$ cat src/rtl/cmd_tx_pkg.sv
// rtl/cmd_tx_pkg.sv - shared state encoding and frame constants for the UART command transmitter
package cmd_tx_pkg;

  typedef enum logic [1:0] {
    IDLE = 2'd0,
    HIGH = 2'd1,
    LOW  = 2'd2
  } state_t;

  localparam int DATA_BITS  = 8;
  localparam int FRAME_BITS = 10;

endpackage

$ cat src/rtl/uart_tx.sv
// rtl/uart_tx.sv - single-byte 8N1 UART transmitter with level done flag
module uart_tx
  import cmd_tx_pkg::*;
#(
  parameter int BAUD_DIV = 434
) (
  input  logic       clk,
  input  logic       rst,
  input  logic       trmt,
  input  logic [7:0] tx_data,
  output logic       TX,
  output logic       tx_done
);

  localparam int CNT_W = (BAUD_DIV > 1) ? $clog2(BAUD_DIV) : 1;

  logic [CNT_W-1:0]      baud_cnt;
  logic [3:0]            bit_cnt;
  logic [FRAME_BITS-1:0] shift;
  logic                  sending;

  // Idle level is forced here rather than by the shift register contents,
  // so a reset-zeroed shifter still leaves the line high.
  assign TX = sending ? shift[0] : 1'b1;

  always_ff @(posedge clk or posedge rst) begin
    if (rst) begin
      baud_cnt <= '0;
      bit_cnt  <= '0;
      shift    <= '0;
      sending  <= 1'b0;
      tx_done  <= 1'b0;
    end else if (trmt) begin
      baud_cnt <= '0;
      bit_cnt  <= '0;
      shift    <= {1'b1, tx_data, 1'b0};
      sending  <= 1'b1;
      tx_done  <= 1'b0;
    end else if (sending) begin
      if (baud_cnt == CNT_W'(BAUD_DIV - 1)) begin
        baud_cnt <= '0;
        if (bit_cnt == 4'(FRAME_BITS - 1)) begin
          sending <= 1'b0;
          tx_done <= 1'b1;
        end else begin
          bit_cnt <= bit_cnt + 4'd1;
          shift   <= {1'b1, shift[FRAME_BITS-1:1]};
        end
      end else begin
        baud_cnt <= baud_cnt + CNT_W'(1);
      end
    end
  end

endmodule

$ cat src/rtl/uart_cmd_tx.sv
// rtl/uart_cmd_tx.sv - sends a 16-bit command as two UART bytes, high byte first
module uart_cmd_tx
  import cmd_tx_pkg::*;
#(
  parameter int BAUD_DIV = 434
) (
  input  logic        clk,
  input  logic        rst,
  input  logic [15:0] cmd,
  input  logic        snd_cmd,
  output logic        TX,
  output logic        busy,
  output logic        cmd_sent
);

  state_t      state;
  state_t      next_state;
  logic [15:0] hold;
  logic        trmt;
  logic [7:0]  tx_data;
  logic        tx_done;

  always_ff @(posedge clk or posedge rst) begin
    if (rst) begin
      state    <= IDLE;
      hold     <= '0;
      cmd_sent <= 1'b0;
    end else begin
      state <= next_state;
      if (state == IDLE && snd_cmd) begin
        hold     <= cmd;
        cmd_sent <= 1'b0;
      end else if (state == LOW && tx_done) begin
        cmd_sent <= 1'b1;
      end
    end
  end

  // The high byte comes straight from cmd so the first start bit leaves on the accept edge.
  always_comb begin
    next_state = state;
    trmt       = 1'b0;
    tx_data    = hold[7:0];
    case (state)
      IDLE: begin
        tx_data = cmd[15:8];
        if (snd_cmd) begin
          trmt       = 1'b1;
          next_state = HIGH;
        end
      end
      HIGH: begin
        if (tx_done) begin
          trmt       = 1'b1;
          next_state = LOW;
        end
      end
      LOW: begin
        if (tx_done) next_state = IDLE;
      end
      default: next_state = IDLE;
    endcase
  end

  assign busy = (state != IDLE);

  uart_tx #(.BAUD_DIV(BAUD_DIV)) u_uart_tx (
    .clk     (clk),
    .rst     (rst),
    .trmt    (trmt),
    .tx_data (tx_data),
    .TX      (TX),
    .tx_done (tx_done)
  );

endmodule

$ cat config.mk
export PLATFORM = sky130hd
export DESIGN_NAME = uart_cmd_tx
export DESIGN_NICKNAME = d
export VERILOG_FILES = /design/src/rtl/cmd_tx_pkg.sv /design/src/rtl/uart_tx.sv /design/src/rtl/uart_cmd_tx.sv
export SDC_FILE = /design/constraint.sdc
export NUM_CORES = 1
export LEC_CHECK = 0
export ABC_AREA = 1
export CAP_MARGIN = 20
export CORE_ASPECT_RATIO = 1.2
export CORE_MARGIN = 3
export CORE_UTILIZATION = 40
export CTS_CLUSTER_SIZE = 24
export DETAILED_ROUTE_END_ITERATION = 16
export SLEW_MARGIN = 20
export SYNTH_ARGS = -nofsm -noshare
export SYNTH_HDL_FRONTEND = slang
export SYNTH_SLANG_ARGS = --single-unit
export TNS_END_PERCENT = 5
$ cat constraint.sdc
create_clock -name clk -period 2.8 [get_ports clk]
set_input_delay 0.84 -clock clk [delete_from_list [all_inputs] [get_ports clk]]
set_output_delay 0.84 -clock clk [all_outputs]
set_load 0.02 [all_outputs]
Word-level counts from Yosys, hierarchy flattened:

Index checks and enable logic that the tools add are counted.

* output and inout port bits: 3
* bits of input ports: 19
* flip-flop bits (word level): 36
* word-level logic and storage cells: 59

* reductions and logical operators: 11
* equal/unequal tests: 8
* multiplexer cells: 30
* $add $sub $neg: 2

Operators with widths (number)
* two-way mux 10 bit: 4
* two-way mux 9 bit: 3
* two-way mux 4 bit: 4
* two-way mux 1 bit: 13
* nonzero test 2 bit: 5
* adder 9 x 1 -> 9 bit, second input constant: 1
* equality test 9 bit, second input constant: 1
* AND reduction 3 bit: 3
* two-way mux 8 bit: 1
* two-way mux 2 bit: 3
* case mux 2 bit (3 select lines): 1
* adder 4 x 1 -> 4 bit, second input constant: 1
* equality test 4 bit, second input constant: 1
* != test 2 x 1 -> 1 bit, second input constant: 2
* != test 2 bit, second input constant: 2
* equality test 2 x 1 -> 1 bit, second input constant: 1
* equality test 2 bit, second input constant: 1
* logical AND 1 bit: 2
* logical NOT 2 bit: 1
* case mux 1 bit (2 select lines): 1

Depth between registers and ports, before layout:

Gate-level depths: netlist (run 1).

* depth after elaboration: 5
* gate-level depth with buffers: 10
* gate-level depth less buffers: 9

By module:

Synthesis (run 1) repeated with hierarchy kept, for this count alone.

* cell total of the unflattened synthesis: 272
* area total of the unflattened synthesis: 1981.9 µm²

By module, submodules not included
* uart_tx: instances 1, area an instance 1406.3 µm², cells an instance 194, sequential area each 625.6 µm²
* uart_cmd_tx: instances 1, area an instance 575.6 µm², cells an instance 78, sequential area each 275.3 µm²

Worst setup path before layout (run 1):

OpenSTA, ideal clock, no wires.

* path type: reg2out
* start point: register u_uart_tx.sending
* end point: output TX
* path slack: 1182 ps
* path buffers: 0
* data arrival time: 778 ps
* required time: 1960 ps
* cell stages (with the launch flop): 3
* cell sequence: dfrtp_1 > inv_1 > or2_2

* longest elaborated chain between the ends: 1

Ends and longest elaborated chain
* from (decl): RTL line uart_tx.sv:20 `logic sending;`
* from (signal assigned): RTL line uart_tx.sv:31 `sending <= 1'b0;`
* from (signal assigned): RTL line uart_tx.sv:37 `sending <= 1'b1;`
* from (signal assigned): RTL line uart_tx.sv:43 `sending <= 1'b0;`
* two-way mux 1 bit: RTL line uart_tx.sv:24 `assign TX = sending ? shift[0] : 1'b1;`
* to (decl): RTL line uart_cmd_tx.sv:11 `output logic TX,`

Every way passes these cells.

Final worst setup path (run 1):

Ends and elaborated chain as after synthesis.

==> results.md, run 1 <==
* Arr. time, crit path at 1.67 ns
* Power Dens Cells at 399 nW/um^2
* Fmax at 398 MHz
* Post-CTS setup buffers at 0
* Reg2Reg Depth at 9
* Synth area leader: dfrtp_1
* Clk_lat worst skew at 0.28 ns
* Site row count at 27
* Synth area leaders: dfrtp_1, nand2_1, inv_1
* Antenna diodes at 0
* Layout Area Growth over Synthesis at 17.5%
* Commonest non-fill, non-tap cell in the layout: nand2_1
* LEAKAGE at 1.11 nW
* Vias per cell at 4.82
* Area post-placement at 2180 um^2
* Fraction of layout cells with a size suffix above 1 at 8.15%
* Critical path type: reg2out
* Reg2Reg Setup Slack at 1.15 ns
* Internal Power at 712 uW
* Initial core utilization at 41.6%
* CTS tree: built
* Final hold vios at 0
* Fin. max-slew vios at 0
* Crit. End Element: output port
* Slew HR at 69.2%
* CP startpoint kind: register
* Final core utilization at 48.9%
* Antenna viol nets, final at 0
* Post-Syn Area per Cell at 7.82 um^2
* Max-cap viol count at 0
* Final #Nets at 293
* Worst Path Buf+Inv at 2
* Synth Instances at 246
* Critical-path cell list: inv_1 -> or2_2 -> clkdlybuf4s50_1
* Clock power frac at 38.4%
* Via count at 1582
* Net Switching at 191 uW
* Residual DRC count at 0
* Status: finished clean
* RSZ-0062 raised after global routing: no
* Min-Delay Path Class: reg2reg
* FF-to-FF Start: state[1]$_DFFE_PP0P_
* First-pass GRT wire length at 6690 um
* Clock-pin slew on the worst setup and hold paths at 0.07 ns
* Post-CTS sizing at 0
* Pre-Repair DR Iteration Count at 5
* Most frequent cells in the layout: nand2_1, dfrtp_1, inv_1, clkdlybuf4s50_1, nand3_1
* Cells after DPL at 321
* Full die area at 5680 um^2
* WL final at 3620 um
* Synth cell types at 26
* Setup crit end: TX
* Fin crit period at 2.51 ns
* Worst-Margin Slew at 0.462 ns
* HPWL Detailed at 2600 um
* Worst setup startpoint: u_uart_tx.sending$_DFF_PP0_
* Critical path's slowest cell: clkdlybuf4s50_1
* CTS sink count at 36
* Final setup viols at 0
* Core area at 4630 um^2
* Die height at 82.0 um
* Hold-fix buffers at CTS at 0
* Post-Syn Area at 1920 um^2
* Fin Setup TNS at 0 ns
* Yosys reg bits at 36
* Clock Root Buffer: clkbuf_8
* Syn_nets at 269
* Chip Width at 69.3 um
* Reg power frac at 57.6%
* Initial antenna violation count at 0
* CP Max Fanout at 6
* Cell family with most CP delay: buffers and inverters
* Max Root-Sink Buffers at 2
* Top cell type's share of synthesized area at 46.8%
* Iteration-0 DRC count of the detailed router at 108
* DR WL/cell at 11.0 um
* Seq/Total Area, Yosys at 46.8%
* Design area at 2260 um^2
* Final total power at 902 uW
* Io pins at 22
* Gpl congestion at 0.791
* Combinational power share at 4.0%
* RR Endpoint: u_uart_tx.bit_cnt[0]$_DFFE_PP0P_
* Vias in the first global route at 1487
* Peak supply drop at 0.329 mV
* TritonCTS Buffers at 5
* # fillers at 460
* Clk_skew at 0.00521 ns
* Worst EP required at 1.96 ns
* Grt ovf at 0
* Largest stage delay on the critical path at 0.53 ns
* Final Instance Count excl. Fillers at 328
* Htree depth at 2
* Syn. warnings at 0
* Maximum number of pins on one net before global-route repair at 37
* Gr usage total at 14.7%
* Net Sw Frac at 21.2%
* Crit path depth at 3
* Final cycle utilization of the critical path at 89.8%
* Port bufs at 21
## Yosys cell counts
library cell	n
nand2_1	102
dfrtp_1	36
inv_1	23
nand3_1	16
o21ai_0	15
nor2_1	10
a21oi_1	6
o21ai_1	5
buf_2	4
ha_1	4
or2_2	4
nand2_8	3
nand2_4	2
nand4_1	2
o22ai_1	2
xor2_1	2
a32o_1	1
buf_4	1
buf_6	1
inv_2	1
inv_6	1
nand3_2	1
nand3b_1	1
nor2_4	1
o21ai_2	1
o31ai_1	1
## power by group through the flow
stage | Combinational, mW | Clock (mW) | Sequential (mW)
floorplan | 0.00766 | 0 | 0.530
global placement | 0.0375 | 0 | 0.530
detailed placement | 0.0373 | 0 | 0.530
CTS | 0.0373 | 0.361 | 0.520
global route | 0.0401 | 0.388 | 0.519
finish | 0.0359 | 0.347 | 0.520
## area by class of cell
class                   instances  area [um^2]  area share, %
flip-flops and latches         36          901           39.8
multi-input cells             179          886           39.2
repair buffers                 23          225           9.96
inverters                      25         98.8           4.37
clock buffers                   6         72.6           3.21
well taps                      58         72.6           3.21
clock inverters                 1         5.00          0.221
## state kept, by name (all words and copies together) (netlist names)
| register | cells |
|---|---|
| state | 2 |
| u_uart_tx.tx_done | 1 |
| cmd_sent | 1 |
| u_uart_tx.shift | 10 |
| u_uart_tx.baud_cnt | 9 |
| u_uart_tx.sending | 1 |
| u_uart_tx.bit_cnt | 4 |
| hold | 8 |
## tightest hold or removal path, cell delays in order, from the launching register on
cell	delay (ns)
dfrtp_1	0.34
nand2_1	0.06
nand2_1	0.05
## stage by stage
step	worst slack [ns]	hold WS, ns
after floorplan	1.16	0.434
after global placement	0.594	0.464
after detailed placement	0.571	0.467
after CTS	0.263	0.485
after global routing	0.191	0.505
final	0.286	0.483
## kinds of logic after synthesis
kind of cell,after synthesis,synth area share [%]
AND/OR/NAND/NOR,142,33.7
flip-flops,36,46.8
XOR/XNOR,2,0.910
buffers and inverters,31,7.15
AO/OA/AOI/OAI,31,8.78
adder cells (fa/ha/maj),4,2.60
## worst min path at each step
| stage | start | to | slack [ns] | cells after the start |
|---|---|---|---|---|
| after floorplan | u_uart_tx.shift[9]$_DFFE_PP0P_ | u_uart_tx.shift[9]$_DFFE_PP0P_ | 0.43 | 2 |
| after global placement | u_uart_tx.shift[9]$_DFFE_PP0P_ | u_uart_tx.shift[9]$_DFFE_PP0P_ | 0.46 | 2 |
| after detailed placement | u_uart_tx.shift[1]$_DFFE_PP0P_ | u_uart_tx.shift[1]$_DFFE_PP0P_ | 0.47 | 2 |
| after CTS | u_uart_tx.shift[1]$_DFFE_PP0P_ | u_uart_tx.shift[1]$_DFFE_PP0P_ | 0.49 | 2 |
| after global routing | u_uart_tx.shift[9]$_DFFE_PP0P_ | u_uart_tx.shift[9]$_DFFE_PP0P_ | 0.50 | 2 |
| final | u_uart_tx.shift[1]$_DFFE_PP0P_ | u_uart_tx.shift[1]$_DFFE_PP0P_ | 0.48 | 2 |
## layer usage
| metal | routed length, um | part of all wire, % | track usage, % | up-vias |
|---|---|---|---|---|
| met5 | 0 | 0 | 0 | - |
| met2 | 1780 | 49 | 25.5 | 46 |
| met3 | 145 | 4.0 | 3.67 | 8 |
| li1 | - | - | - | 822 |
| met4 | 80 | 2.2 | 6.45 | 0 |
| met1 | 1610 | 44 | 17.4 | 706 |
Power figures use the tool's default switching activity.
==> run 2: changes to the inputs <==
--- a/config.mk
+++ b/config.mk
@@ -8,11 +8,11 @@
 export ABC_AREA = 1
 export CAP_MARGIN = 20
 export CORE_ASPECT_RATIO = 1.2
-export CORE_MARGIN = 3
+export CORE_MARGIN = 2
 export CORE_UTILIZATION = 40
 export CTS_CLUSTER_SIZE = 24
 export DETAILED_ROUTE_END_ITERATION = 16
-export SLEW_MARGIN = 20
+export SLEW_MARGIN = 40
 export SYNTH_ARGS = -nofsm -noshare
 export SYNTH_HDL_FRONTEND = slang
 export SYNTH_SLANG_ARGS = --single-unit
==> run 2 against run 1 <==
  * Count of clock-buffer cells in the layout increased by 1
  * Sequential power hardly changed
  * Register-to-register slack hardly changed
  * Flip-flop and latch count did not move
  * Critical path depth did not move
  * First-iteration DRC count shrank 46%
  * Combinational power hardly changed
  * Core utilization is 0.77 points higher
  * Critical endpoint unchanged
  * Largest power group unchanged
  * Highest routed layer unchanged
==> results.md, run 2 (same netlist as run 1, synthesis figures left out) <==
* Clock power frac at 41.6% (was 38.4%)
* First-pass GRT wire length at 6860 um (was 6690 um)
* Port bufs at 21 (unchanged)
* Post-CTS setup buffers at 0 (unchanged)
* Worst-Margin Slew at 0.458 ns (was 0.462 ns)
* Status: finished clean (unchanged)
* CP Max Fanout at 6 (unchanged)
* Fin crit period at 2.50 ns (was 2.51 ns)
* Post-CTS sizing at 0 (unchanged)
* Vias in the first global route at 1622 (was 1487)
* Final #Nets at 293 (unchanged)
* Fin. max-slew vios at 0 (unchanged)
* Combinational power share at 3.8% (was 4.0%)
* Hold-fix buffers at CTS at 0 (unchanged)
* Most frequent cells in the layout: nand2_1, dfrtp_1, inv_1, clkdlybuf4s50_1, nand3_1 (unchanged)
* Max Root-Sink Buffers at 2 (unchanged)
* Vias per cell at 4.84 (was 4.82)
* Internal Power at 762 uW (was 712 uW)
* TritonCTS Buffers at 5 (unchanged)
* Layout Area Growth over Synthesis at 18.5% (was 17.5%)
* CTS sink count at 36 (unchanged)
* Final Instance Count excl. Fillers at 328 (unchanged)
* Peak supply drop at 0.238 mV (was 0.329 mV)
* Pre-Repair DR Iteration Count at 4 (was 5)
* Chip Width at 67.3 um (was 69.3 um)
* Antenna diodes at 0 (unchanged)
* Max-cap viol count at 0 (unchanged)
* Critical path type: reg2out (unchanged)
* Fin Setup TNS at 0 ns (unchanged)
* Final hold vios at 0 (unchanged)
* Crit. End Element: output port (unchanged)
* Net Switching at 190 uW (was 191 uW)
* DR WL/cell at 11.1 um (was 11.0 um)
* Initial antenna violation count at 0 (unchanged)
* Commonest non-fill, non-tap cell in the layout: nand2_1 (unchanged)
* Site row count at 27 (unchanged)
* Cells after DPL at 321 (unchanged)
* Slew HR at 69.5% (was 69.2%)
* Arr. time, crit path at 1.66 ns (was 1.67 ns)
* Initial core utilization at 41.9% (was 41.6%)
* Iteration-0 DRC count of the detailed router at 58 (was 108)
* Residual DRC count at 0 (unchanged)
* Final setup viols at 0 (unchanged)
* Net Sw Frac at 20.0% (was 21.2%)
* RSZ-0062 raised after global routing: no (unchanged)
* CTS tree: built (unchanged)
* Reg power frac at 54.6% (was 57.6%)
* Worst EP required at 1.96 ns (about the same)
* CP startpoint kind: register (unchanged)
* Grt ovf at 0 (unchanged)
* Clock Root Buffer: clkbuf_8 (unchanged)
* Power Dens Cells at 418 nW/um^2 (was 399 nW/um^2)
* Min-Delay Path Class: reg2reg (unchanged)
* Htree depth at 2 (unchanged)
* Final cycle utilization of the critical path at 89.4% (was 89.8%)
* Reg with most FFs: u_uart_tx.shift (unchanged)
* Gr usage total at 16.7% (was 14.7%)
* Full die area at 5380 um^2 (was 5680 um^2)
* WL final at 3660 um (was 3620 um)
* Clk_skew at 0.00526 ns (was 0.00521 ns)
* Gpl congestion at 0.841 (was 0.791)
* Antenna viol nets, final at 0 (unchanged)
* Core area at 4590 um^2 (was 4630 um^2)
* Clk_lat worst skew at 0.28 ns (about the same)
* Io pins at 22 (unchanged)
* HPWL Detailed at 2630 um (was 2600 um)
* Top Registers: u_uart_tx.shift (10), u_uart_tx.baud_cnt (9), hold (8) (unchanged)
* Worst hold margin at 0.482 ns (was 0.483 ns)
* Maximum number of pins on one net before global-route repair at 37 (unchanged)
* Fmax at 399 MHz (was 398 MHz)
* Die height at 80.0 um (was 82.0 um)
* Largest register FFs at 10 (unchanged)
* LEAKAGE at 1.12 nW (was 1.11 nW)
* Fraction of layout cells with a size suffix above 1 at 8.52% (was 8.15%)
* Via count at 1586 (was 1582)
* Clock-pin slew on the worst setup and hold paths at 0.07 ns (about the same)
[run 2: final cells by class]
type                            instances  area, um^2
Inverter                               25        98.8
Timing Repair Buffer                   23         225
Multi-Input combinational cell        179         886
Clock buffer                            7        96.3
Fill cell                             485        2310
Tap cell                               58        72.6
Sequential cell                        36         901
[run 2: power by group through the flow]
stage / registers (mW) / logic (mW) / clock network, mW
after global routing: 0.519 / 0.0404 / 0.430
after detailed placement: 0.530 / 0.0371 / 0
after global placement: 0.530 / 0.0374 / 0
after floorplan: 0.530 / 0.00766 / 0
after CTS: 0.520 / 0.0372 / 0.411
final: 0.520 / 0.0360 / 0.396
[run 2: worst max-delay path: stages (launching register included)]
cell and delay (ns):
dfrtp_1 0.45, inv_1 0.11, or2_2 0.28, clkdlybuf4s50_1 0.54
[run 2: path summary, 6_finish.rpt]
| kind | startpoint | end | slack (ns) | cells past startpoint |
|---|---|---|---|---|
| min reg2reg | u_uart_tx.shift[7]$_DFFE_PP0P_ | u_uart_tx.shift[7]$_DFFE_PP0P_ | 0.48 | 2 |
| min | u_uart_tx.shift[7]$_DFFE_PP0P_ | u_uart_tx.shift[7]$_DFFE_PP0P_ | 0.48 | 2 |
| max in group asynchronous | rst | u_uart_tx.bit_cnt[2]$_DFFE_PP0P_ | 1.52 | 3 |
| max reg2reg | state[1]$_DFFE_PP0P_ | u_uart_tx.bit_cnt[3]$_DFFE_PP0P_ | 1.15 | 9 |
| max | u_uart_tx.sending$_DFF_PP0_ | TX | 0.30 | 3 |
| min in group asynchronous | rst | u_uart_tx.baud_cnt[8]$_DFFE_PP0N_ | 0.96 | 3 |
[run 2: metrics by stage]
step / setup slack [ns] / utilization (%) / power (mW) / area, um^2
final: 0.297 / 49.6 / 0.952 / 2280
after global routing: 0.198 / 49.6 / 0.990 / 2280
after CTS: 0.270 / 49.6 / 0.968 / 2280
after detailed placement: 0.549 / 47.5 / 0.567 / 2180
after global placement: 0.578 / 47.5 / 0.567 / 2180
after floorplan: 1.16 / - / 0.537 / 1920
[run 2: layer usage]
| metal | global-route usage [%] | vias to the layer above | wire length (um) | part of all wire (%) |
|---|---|---|---|---|
| li1 | - | 820 | - | - |
| met1 | 20.0 | 734 | 1660 | 45 |
| met2 | 28.6 | 27 | 1810 | 49 |
| met3 | 3.53 | 5 | 124 | 3.4 |
| met4 | 6.33 | 0 | 62 | 1.7 |
| met5 | 0 | - | 0 | 0 |
==> run 3: changes to the inputs <==
--- a/config.mk
+++ b/config.mk
@@ -9,9 +9,10 @@
 export CAP_MARGIN = 20
 export CORE_ASPECT_RATIO = 1.2
 export CORE_MARGIN = 2
-export CORE_UTILIZATION = 40
+export CORE_UTILIZATION = 45
 export CTS_CLUSTER_SIZE = 24
 export DETAILED_ROUTE_END_ITERATION = 16
+export PLACE_DENSITY = 0.66
 export SLEW_MARGIN = 40
 export SYNTH_ARGS = -nofsm -noshare
 export SYNTH_HDL_FRONTEND = slang
==> run 3 against run 2 <==
  * Global-route usage rose by 0.73 points
  * Clock skew rose by 0.0034 ns
  * Total power fell by 1.1%
  * Sequential power barely moved
  * Non-clock buffer count did not move
  * Worst hold slack got worse by 0.0057 ns
==> results.md, run 3 (same netlist as run 1, synthesis figures left out) <==
* Worst hold margin at 0.476 ns (was 0.482 ns)
* Core area at 4200 um^2 (was 4590 um^2)
* Post-CTS sizing at 0 (unchanged)
* Peak supply drop at 0.324 mV (was 0.238 mV)
* Vias in the first global route at 1462 (was 1622)
* Final core utilization at 54.2% (was 49.6%)
* Chip Width at 63.7 um (was 67.3 um)
* Vias per cell at 4.70 (was 4.84)
* Pre-Repair DR Iteration Count at 4 (unchanged)
* Top Registers: u_uart_tx.shift (10), u_uart_tx.baud_cnt (9), hold (8) (unchanged)
* WL final at 3520 um (was 3660 um)
* Arr. time, crit path at 1.67 ns (was 1.66 ns)
* TritonCTS Buffers at 5 (unchanged)
* Crit. End Element: output port (unchanged)
* Most frequent cells in the layout: nand2_1, dfrtp_1, inv_1, clkdlybuf4s50_1, nand3_1 (unchanged)
* Fin. max-slew vios at 0 (unchanged)
* Worst-Margin Slew at 0.467 ns (was 0.458 ns)
* Design area at 2270 um^2 (was 2280 um^2)
* DR WL/cell at 10.8 um (was 11.1 um)
* Largest stage delay on the critical path at 0.53 ns (was 0.54 ns)
* Via count at 1536 (was 1586)
* Initial core utilization at 45.9% (was 41.9%)
* Residual DRC count at 0 (unchanged)
* Reg2Reg Setup Slack at 1.18 ns (was 1.15 ns)
* Slew HR at 68.8% (was 69.5%)
* Htree depth at 2 (unchanged)
* LEAKAGE at 1.11 nW (was 1.12 nW)
* Io pins at 22 (unchanged)
* CP Max Fanout at 6 (unchanged)
* Worst EP required at 1.96 ns (about the same)
* RR Endpoint: u_uart_tx.shift[4]$_DFFE_PP0P_ (was u_uart_tx.bit_cnt[3]$_DFFE_PP0P_)
* Fin crit period at 2.51 ns (was 2.50 ns)
* Hold-fix buffers at CTS at 0 (unchanged)
* Max Root-Sink Buffers at 2 (unchanged)
* # fillers at 385 (was 485)
* Final cycle utilization of the critical path at 89.5% (was 89.4%)
* Min-Delay Path Class: reg2reg (unchanged)
* Power Dens Cells at 414 nW/um^2 (was 418 nW/um^2)
* Full die area at 4820 um^2 (was 5380 um^2)
* Area post-placement at 2180 um^2 (about the same)
* Worst setup startpoint: u_uart_tx.sending$_DFF_PP0_ (unchanged)
* Clock Root Buffer: clkbuf_8 (unchanged)
* Reg with most FFs: u_uart_tx.shift (unchanged)
* Final #Nets at 293 (unchanged)
* HP Start: u_uart_tx.shift[9]$_DFFE_PP0P_ (was u_uart_tx.shift[7]$_DFFE_PP0P_)
* Fmax at 399 MHz (about the same)
* Clk_lat worst skew at 0.29 ns (was 0.28 ns)
* Grt ovf at 0 (unchanged)
* Gpl congestion at 0.860 (was 0.841)
* Worst Hold Path EP: u_uart_tx.shift[9]$_DFFE_PP0P_ (was u_uart_tx.shift[7]$_DFFE_PP0P_)
* Fin Setup TNS at 0 ns (unchanged)
* Critical-path cell list: inv_1 -> or2_2 -> clkdlybuf4s50_1 (unchanged)
* CTS sink count at 36 (unchanged)
* Worst Setup Slack, final at 0.295 ns (was 0.297 ns)
* Site row count at 26 (was 27)
* Worst hold path stage count at 2 (unchanged)
* Die height at 75.6 um (was 80.0 um)
* Layout Area Growth over Synthesis at 18.2% (was 18.5%)
* Max-cap viol count at 0 (unchanged)
* Final setup viols at 0 (unchanged)
* Iteration-0 DRC count of the detailed router at 46 (was 58)
* Reg2Reg Depth at 9 (unchanged)
* Antenna diodes at 0 (unchanged)
* Initial antenna violation count at 0 (unchanged)
* Maximum number of pins on one net before global-route repair at 37 (unchanged)
* FF-to-FF Start: state[1]$_DFFE_PP0P_ (unchanged)
* First-pass GRT wire length at 6350 um (was 6860 um)
* RSZ-0062 raised after global routing: no (unchanged)
* Final hold vios at 0 (unchanged)
* Fraction of layout cells with a size suffix above 1 at 8.49% (was 8.52%)
* Antenna viol nets, final at 0 (unchanged)
* Gr usage total at 17.4% (was 16.7%)
* Post-CTS setup buffers at 0 (unchanged)
* Largest register FFs at 10 (unchanged)
* Clk_skew at 0.00864 ns (was 0.00526 ns)
* Clock-pin slew on the worst setup and hold paths at 0.08 ns (was 0.07 ns)
* Status: finished clean (unchanged)
* Worst slack at placement at 0.581 ns (was 0.549 ns)
* Commonest non-fill, non-tap cell in the layout: nand2_1 (unchanged)
* Critical path type: reg2out (unchanged)
* CP startpoint kind: register (unchanged)
* CTS tree: built (unchanged)
* HPWL Detailed at 2520 um (was 2630 um)
* Critical path's slowest cell: clkdlybuf4s50_1 (unchanged)
* Port bufs at 21 (unchanged)
-- run 3: cell count changes in the layout (fill, tap and decap cells not counted) --
| cell | before | now |
|---|---|---|
| clkbuf_8 | 7 | 6 |
| clkinvlp_4 | 0 | 1 |
| clkbuf_1 | 0 | 1 |
-- run 3: how the worst max path moves through the flow --
stage / end / cells past startpoint
2_1_floorplan: cmd_sent$_DFFE_PP0P_ / 1
3_3_place_gp: TX / 3
3_5_place_dp: u_uart_tx.bit_cnt[3]$_DFFE_PP0P_ / 8
4_1_cts: TX / 3
5_1_grt: TX / 3
6_report: TX / 3
-- run 3: power breakdown --
group	total (mW)	internal (mW)	switching, mW
clock	0.386	0.200	0.186
combinational	0.0361	0.0226	0.0135
sequential	0.520	0.520	0
total	0.942	0.742	0.199
-- run 3: per-stage QoR --
| stage | instances | power (mW) |
|---|---|---|
| after floorplan | 246 | 0.537 |
| after global placement | 319 | 0.567 |
| after detailed placement | 319 | 0.567 |
| after CTS | 327 | 0.958 |
| after global routing | 327 | 0.982 |
| final | 327 | 0.942 |
-- run 3: area by class of cell --
| type | count | area, um^2 | share of cell area, % |
|---|---|---|---|
| Multi-Input combinational cell | 179 | 886 | 38.9 |
| Clock buffer | 7 | 86.3 | 3.80 |
| Tap cell | 56 | 70.1 | 3.08 |
| Sequential cell | 36 | 901 | 39.6 |
| Inverter | 25 | 98.8 | 4.35 |
| Timing Repair Buffer | 23 | 225 | 9.90 |
| Clock inverter | 1 | 7.51 | 0.330 |
-- run 3: critical path: cells and delay by family, from the launching register on --
family	cells	cell delay [ns]
buffers and inverters	2	0.65
DFF	1	0.44
and+or+nand+nor	1	0.28
-- run 3: metal layers --
layer	vias up	wire length [um]	GRT usage [%]
met5	-	0	0
met1	681	1660	21.3
met3	5	119	4.87
met2	28	1690	29.0
met4	0	41	7.97
li1	822	-	-
